[src/rtl/color_convert_pkg.sv]
// Shared encodings and luma weights for the colour conversion pipeline.
// Coefficients are 8-bit fixed point fractions of 256 (BT.601-style luma).
package color_convert_pkg;

    typedef enum logic [1:0] {
        MODE_PASS   = 2'd0,
        MODE_LUMA   = 2'd1,
        MODE_AVG    = 2'd2,
        MODE_THRESH = 2'd3
    } mode_e;

    localparam int LUMA_R = 77;
    localparam int LUMA_G = 150;
    localparam int LUMA_B = 29;

endpackage

[src/rtl/color_convert_luma_mac.sv]
// Combinational weighted sum 77*R + 150*G + 29*B feeding the stage-1 register.
module luma_mac
    import color_convert_pkg::*;
#(
    parameter int CH_W = 4
) (
    input  logic [CH_W-1:0] r,
    input  logic [CH_W-1:0] g,
    input  logic [CH_W-1:0] b,
    output logic [CH_W+9:0] sum
);

    localparam int SW = CH_W + 10;

    always_comb begin
        sum = SW'(LUMA_R) * SW'(r) + SW'(LUMA_G) * SW'(g) + SW'(LUMA_B) * SW'(b);
    end

endmodule

[src/rtl/color_convert.sv]
// Two-stage pixel converter: pass, luma, average or luma threshold, with the
// mode/threshold latched per frame on the SOF beat and a single global stall.
module color_convert
    import color_convert_pkg::*;
#(
    parameter int CH_W   = 4,
    parameter int COEF_W = 8
) (
    input  logic              i_clk,
    input  logic              i_rstn,
    input  logic [3*CH_W-1:0] i_pix_data,
    input  logic              i_pix_valid,
    input  logic              i_pix_sof,
    input  logic              i_pix_eol,
    output logic              o_pix_ready,
    input  logic [1:0]        i_mode,
    input  logic [CH_W-1:0]   i_thresh,
    output logic [3*CH_W-1:0] o_pix_data,
    output logic              o_pix_valid,
    output logic              o_pix_sof,
    output logic              o_pix_eol,
    input  logic              i_pix_ready
);

    localparam int PW = 3 * CH_W;
    localparam int SW = CH_W + 10;
    localparam logic [SW-1:0] ROUND = SW'(1) << (COEF_W - 1);
    localparam logic [SW-1:0] MAXV  = SW'((1 << CH_W) - 1);

    logic            en;
    logic            in_xfer;
    logic            sof_xfer;
    mode_e           mode_q;
    mode_e           cur_mode;
    logic [CH_W-1:0] thresh_q;
    logic [CH_W-1:0] cur_thresh;
    logic [SW-1:0]   mac_sum;

    logic            s1_valid;
    logic            s1_sof;
    logic            s1_eol;
    logic [PW-1:0]   s1_pix;
    mode_e           s1_mode;
    logic [CH_W-1:0] s1_thresh;
    logic [SW-1:0]   s1_sum;

    logic [SW-1:0]   luma_rnd;
    logic [SW-1:0]   y_full;
    logic [CH_W-1:0] y;
    logic [CH_W+1:0] avg_sum;
    logic [CH_W-1:0] avg;
    logic [PW-1:0]   result;

    assign en          = !o_pix_valid || i_pix_ready;
    assign o_pix_ready = en;
    assign in_xfer     = i_pix_valid && en;
    assign sof_xfer    = in_xfer && i_pix_sof;

    // The SOF beat itself must already see the newly requested settings.
    always_comb begin
        cur_mode   = mode_q;
        cur_thresh = thresh_q;
        if (sof_xfer) begin
            cur_mode   = mode_e'(i_mode);
            cur_thresh = i_thresh;
        end
    end

    always_ff @(posedge i_clk or negedge i_rstn) begin
        if (!i_rstn) begin
            mode_q   <= MODE_PASS;
            thresh_q <= '0;
        end else if (sof_xfer) begin
            mode_q   <= cur_mode;
            thresh_q <= cur_thresh;
        end
    end

    luma_mac #(.CH_W(CH_W)) u_luma_mac (
        .r   (i_pix_data[3*CH_W-1:2*CH_W]),
        .g   (i_pix_data[2*CH_W-1:CH_W]),
        .b   (i_pix_data[CH_W-1:0]),
        .sum (mac_sum)
    );

    always_ff @(posedge i_clk or negedge i_rstn) begin
        if (!i_rstn) begin
            s1_valid  <= 1'b0;
            s1_sof    <= 1'b0;
            s1_eol    <= 1'b0;
            s1_pix    <= '0;
            s1_mode   <= MODE_PASS;
            s1_thresh <= '0;
            s1_sum    <= '0;
        end else if (en) begin
            s1_valid  <= in_xfer;
            s1_sof    <= in_xfer && i_pix_sof;
            s1_eol    <= in_xfer && i_pix_eol;
            s1_pix    <= i_pix_data;
            s1_mode   <= cur_mode;
            s1_thresh <= cur_thresh;
            s1_sum    <= mac_sum;
        end
    end

    // Stage 2: round/clamp luma, truncating average, then select by mode.
    always_comb begin
        luma_rnd = s1_sum + ROUND;
        y_full   = luma_rnd >> COEF_W;
        y        = (y_full > MAXV) ? '1 : CH_W'(y_full);
        avg_sum  = (CH_W+2)'(s1_pix[3*CH_W-1:2*CH_W])
                 + ((CH_W+2)'(s1_pix[2*CH_W-1:CH_W]) << 1)
                 + (CH_W+2)'(s1_pix[CH_W-1:0]);
        avg      = CH_W'(avg_sum >> 2);
        case (s1_mode)
            MODE_PASS:   result = s1_pix;
            MODE_LUMA:   result = {3{y}};
            MODE_AVG:    result = {3{avg}};
            MODE_THRESH: result = (y >= s1_thresh) ? {PW{1'b1}} : {PW{1'b0}};
            default:     result = s1_pix;
        endcase
    end

    always_ff @(posedge i_clk or negedge i_rstn) begin
        if (!i_rstn) begin
            o_pix_valid <= 1'b0;
            o_pix_data  <= '0;
            o_pix_sof   <= 1'b0;
            o_pix_eol   <= 1'b0;
        end else if (en) begin
            o_pix_valid <= s1_valid;
            o_pix_data  <= s1_valid ? result : '0;
            o_pix_sof   <= s1_valid && s1_sof;
            o_pix_eol   <= s1_valid && s1_eol;
        end
    end

endmodule

[config.mk]
export PLATFORM = sky130hd
export DESIGN_NAME = color_convert
export DESIGN_NICKNAME = d
export VERILOG_FILES = /design/src/rtl/color_convert_pkg.sv /design/src/rtl/color_convert_luma_mac.sv /design/src/rtl/color_convert.sv
export SDC_FILE = /design/constraint.sdc
export NUM_CORES = 1
export LEC_CHECK = 0
export BUFFER_PORTS_ARGS = -buffer_cell sky130_fd_sc_hd__buf_4
export CAP_MARGIN = 20
export CORE_MARGIN = 1
export CORE_UTILIZATION = 60
export CTS_BUF_LIST = sky130_fd_sc_hd__clkbuf_2 sky130_fd_sc_hd__clkbuf_4 sky130_fd_sc_hd__clkbuf_8
export DETAILED_ROUTE_END_ITERATION = 6
export PLACE_DENSITY = 0.92
export SYNTH_ARGS = -nofsm -noshare
export SYNTH_HDL_FRONTEND = slang
export SYNTH_HIERARCHICAL = 1
export SYNTH_SLANG_ARGS = --single-unit
[constraint.sdc]
create_clock -name i_clk -period 6 [get_ports i_clk]
set_input_delay 1.2 -clock i_clk [delete_from_list [all_inputs] [get_ports i_clk]]
set_output_delay 1.2 -clock i_clk [all_outputs]
set_load 0.01 [all_outputs]
======== After elaboration in Yosys (flattened, before gate mapping) ========
Index checks and enable logic that the tools add are counted.
cells by class
  div/mod/pow operators ................... 0
  bitwise logic cells ..................... 0
  $lt $le $gt $ge ......................... 2
  multiply operators ...................... 3
  equal/unequal tests ..................... 3
  reductions and logical operators ........ 8
  mux-type cells .......................... 6
  add/sub/neg operators ................... 5
  shift-type cells ........................ 0
operators by type and width
  cell                                                 number
  one-hot mux 12 bit (4 select lines)                  1
  two-way mux 12 bit                                   2
  multiplier 7 x 4 -> 11 bit (first input constant)    2
  adder 14 x 8 -> 14 bit (second input constant)       1
  adder 14 x 9 -> 14 bit                               1
  adder 11 x 12 -> 13 bit                              1
  multiplier 5 x 4 -> 9 bit (first input constant)     1
  two-way mux 4 bit                                    2
  adder 4 x 5 -> 6 bit                                 1
  adder 6 x 4 -> 6 bit                                 1
  > comparator 6 x 4 -> 1 bit (second input constant)  1
  logical AND 1 bit                                    5
  == test 2 bit (second input constant)                2
  greater-or-equal comparator 4 bit                    1
  == test 2 x 1 -> 1 bit (second input constant)       1
  logical NOT 2 bit                                    1
  two-way mux 2 bit                                    1
  logical NOT 1 bit                                    1
  logical OR 1 bit                                     1
storage, ports and cells
  bits of input ports ..................... 24
  output and inout port bits .............. 16
  logic and storage cells ................. 40
  latch bits .............................. 0
  memory bits (writable) .................. 0
  memories ................................ 0
  flip-flop bits (word level) ............. 56
  bits in read-only memories .............. 0

======== Logic depth before layout (Yosys ltp) ========
  word-level depth ........................ 7
  mapped depth ............................ 21
  depth with buffers taken out ............ 21

======== Hierarchy ========
The synthesis kept the hierarchy.
modules (own cells, without submodules)
  module         cells each  instances  area an instance (sq um)  seq. area each (sq um)
  color_convert  256         1          2433.6                    1226.2
  luma_mac       181         1          1652.8                    0.0

======== Least setup slack after synthesis ========
Ideal clock, no wire load.
  path kind ............................... input port to flip-flop
  start ................................... in i_pix_data[6]
  end ..................................... reg s1_sum[12]
  data required time ...................... 5883 ps
  arrival time ............................ 5459 ps
  stages on the path ...................... 21
  library setup time ...................... 117 ps
  buffers on the path ..................... 0
  setup slack ............................. 424 ps
  cell sequence ........................... ha_1 -> inv_1 -> fa_1 -> inv_1 -> ha_1 -> a21o_1 -> a21oi_2 -> xnor2_1 -> ha_1 -> ha_1 -> inv_1 -> fa_1 -> fa_1 -> inv_1 -> ha_1 -> a21boi_1 -> a311oi_2 -> o21ai_1 -> a21o_1 -> nand2_1 -> nand2_1
between the ends
  word-level cells in the longest chain between the ends .. 3
RTL lines
  what                        RTL line                      RTL
  start, declared             color_convert.sv:11           input logic [3*CH_W-1:0] i_pix_data,
  multiplier 7 x 4 -> 11 bit  color_convert_luma_mac.sv:16  sum = SW'(LUMA_R) * SW'(r) + SW'(LUMA_G) * SW'(g) + SW'(LUMA_B) * SW'(b);
  adder 11 x 12 -> 13 bit     color_convert_luma_mac.sv:16
  adder 14 x 9 -> 14 bit      color_convert_luma_mac.sv:16
  via mac_sum[12]             color_convert.sv:37           logic [SW-1:0] mac_sum;
  end signal, assigned        color_convert.sv:102          s1_sum <= mac_sum;
  end, declared               color_convert.sv:45           logic [SW-1:0] s1_sum;
The timed path passes the listed nets, and every way through them passes these cells.
A chain may end at the register's enable or synchronous reset.

======== Worst setup path in the final report ========
Same ends and word-level chain as after synthesis.

==> impl_results.md <==
- Largest net degree at the start of global routing: 50
- GPL Wtd Cong: 0.8301
- Crit Path Max Fanout: 6
- Tmin final: 5702 ps
- Critical path launch point type: primary input
- Element type at the critical path end: register
- Syn avg cell area: 9.388 um^2
- Final #Nets: 572
- Sequential Power Share: 0.276
- All-Layer GR Usage: 0.2438
- Routed Antenna Nets: 0
- Leak pwr: 2.344 nW
- CP required: 6190 ps
- Power, Total: 1.790 mW
- Vias in the first global route: 3115
- Int Power: 1.016 mW
- FF+latch area: 1226 um^2
- Slew headroom: 0.6085
- NetSw: 0.7737 mW
- Power share of the clock group: 0.109
- DRC violations left: 11
- CTS Hold Bufs: 0
- Sw frac: 0.4323
- WS Path Type: primary input to register
- Post-Route WL: 7.934 mm
- Core area: 6422 um^2
- Tightest Pin Transition: 587.3 ps
- Combinational power share: 0.615
- Synthesis Warnings: 6
- DP HPWL: 6.408 mm
- FMAX: 0.1754 GHz
- Multi-input logic area: 2517 um^2
- Drt wl/cell: 14.64 um
- Port Buf Inserts: 39
- Total gr overflow: 0
- Area Growth Syn to Fin: 10.20%
- Slew Viols, Final: 0
- Worst ir drop on vdd: 0.2813 mV
- Die ar.: 7076 um^2
- First-pass GRT wire length: 13.54 mm
- Cell Chain, Critical Path: buf_4, ha_1, inv_1, fa_1, inv_1, ha_1, a21o_1, a21oi_2, xnor2_1, ha_1, ha_1, inv_1, fa_1, fa_1, inv_1, ha_1, a21boi_1, a311oi_2, o21ai_1, a21o_1, nand2_1, nand2_1
- HP Class: register to register
- WP data arrival: 5900 ps
- Final Hold Viols: 0
- Die X: 84.12 um
- Clock Skews: 6.692 ps
- H-Tree Depth: 2
- Critical-path top delay cell: fa_1
- Vias post-DR: 3036
- DRT Pass-1 Iters: 6
- Site Rows: 29
- Chip Height: 84.12 um
- Max Cap Viol: 0
- Postcts setup bufs: 0
- Final Setup Violations: 0
- Post-Synthesis Cells: 431
- Ant diodes: 0
- RSZ-0062 raised after global routing: no
- Syn nets: 538
- Clk sinks: 49
- Vias per cell: 5.601
- Starting DRT DRC Count: 193
- Post-cts sizing count: 0
- # IOs: 40
- CTS tree: built
- Final Cycle Share: 0.9503
- Initial antenna violation count: 0
- Clk pin slew, worst setup/hold paths: 80 ps
- Root buf cell: clkbuf_8
- Share of cells above drive strength 1: 0.1484
- CP peak stage delay: 550 ps
- Starting Density: 0.6300
- Setup TNS after final layout: 0 ps
- Synthesized area: 4046 um^2
- Violated checks: design-rule violations
- Clk buf depth: 2
- Power Density: 401.3 nW/um^2
- Fillers: 477
- Clk_lat worst skew: 300 ps
- CTS Buf Count: 5
- Cell mode on critical path: ha_1
- Status: complete, but fails checks
[worst paths after layout]
kind | startpoint | endpoint | slack [ps] | depth (start not counted)
max | i_pix_data[6] | s1_sum[12] | 300 | 22
min | s1_eol | s1_eol | 480 | 2
max reg2reg | s1_sum[7] | o_pix_data[11] | 3320 | 10
min reg2reg | s1_eol | s1_eol | 480 | 2
max in group asynchronous | i_rstn | s1_pix[5] | 4700 | 1
min in group asynchronous | i_rstn | s1_thresh[0] | 900 | 1
[flip-flops by register name (all words and copies together), names as in the netlist]
signal,flops
o_pix_sof,1
s1_eol,1
o_pix_data,12
thresh_q,4
s1_sof,1
o_pix_eol,1
s1_pix,12
mode_q,2
s1_sum,7
o_pix_valid,1
s1_valid,1
s1_mode,2
s1_thresh,4
[power by group through the flow]
| stage | sequential, mW | clock, mW | combinational [mW] |
|---|---|---|---|
| final | 0.494 | 0.195 | 1.10 |
| after global routing | 0.505 | 0.211 | 1.25 |
| after global placement | 0.491 | 0 | 1.04 |
| after floorplan | 0.493 | 0 | 0.830 |
| after CTS | 0.493 | 0.197 | 1.11 |
| after detailed placement | 0.500 | 0 | 1.10 |
[cell type report]
type,count,share of cell area
multi-input combinational,308,0.5645
sequential,49,0.2750
timing repair buffer,40,0.06734
inverter,61,0.05135
tap,77,0.02160
clock buffer,7,0.02020
[metal layers]
layer  global-route usage  wire length (um)
met4               0.1207               209
met5                    0                 0
met1               0.2810              3279
met3              0.03858               236
met2               0.4404              4208
[critical path: cells and delay by family]
kind / cells / cell delay, ps
adder cells (fa/ha/maj): 8 / 2910
AND/OR/NAND/NOR: 2 / 130
XOR/XNOR: 1 / 140
AO/OA/AOI/OAI: 6 / 1160
buffers and inverters: 5 / 360
[cell usage in the layout, fill, tap and decap left out, types with 2 or more instances in the layout]
master	count
xor2_1	4
clkbuf_8	6
dfrtp_1	49
nor2b_1	4
o211ai_1	2
o21a_1	3
o21ai_1	7
mux2_4	6
a21o_1	5
nand2b_1	3
a21oi_2	4
xnor2_1	11
ha_1	56
inv_1	60
nand2_1	84
a31oi_1	6
nand3_1	8
nor2_1	22
buf_4	40
a21oi_1	13
o21ai_0	18
fa_1	27
and3_4	2
and3_1	2
[metrics by stage]
step           hold slack (ps)  setup slack, ps  area, um^2  instances  utilization
2_1_floorplan            439.6            424.0        4046        431            -
3_3_place_gp             449.7            121.1        4369        535       0.6803
3_5_place_dp             466.4           -57.60        4369        535       0.6803
4_1_cts                  484.4            242.9        4459        542       0.6943
5_1_grt                  513.2            26.15        4459        542       0.6943
6_report                 479.5            298.1        4459        542       0.6943
No activity file was read; power rests on OpenSTA's default activity.
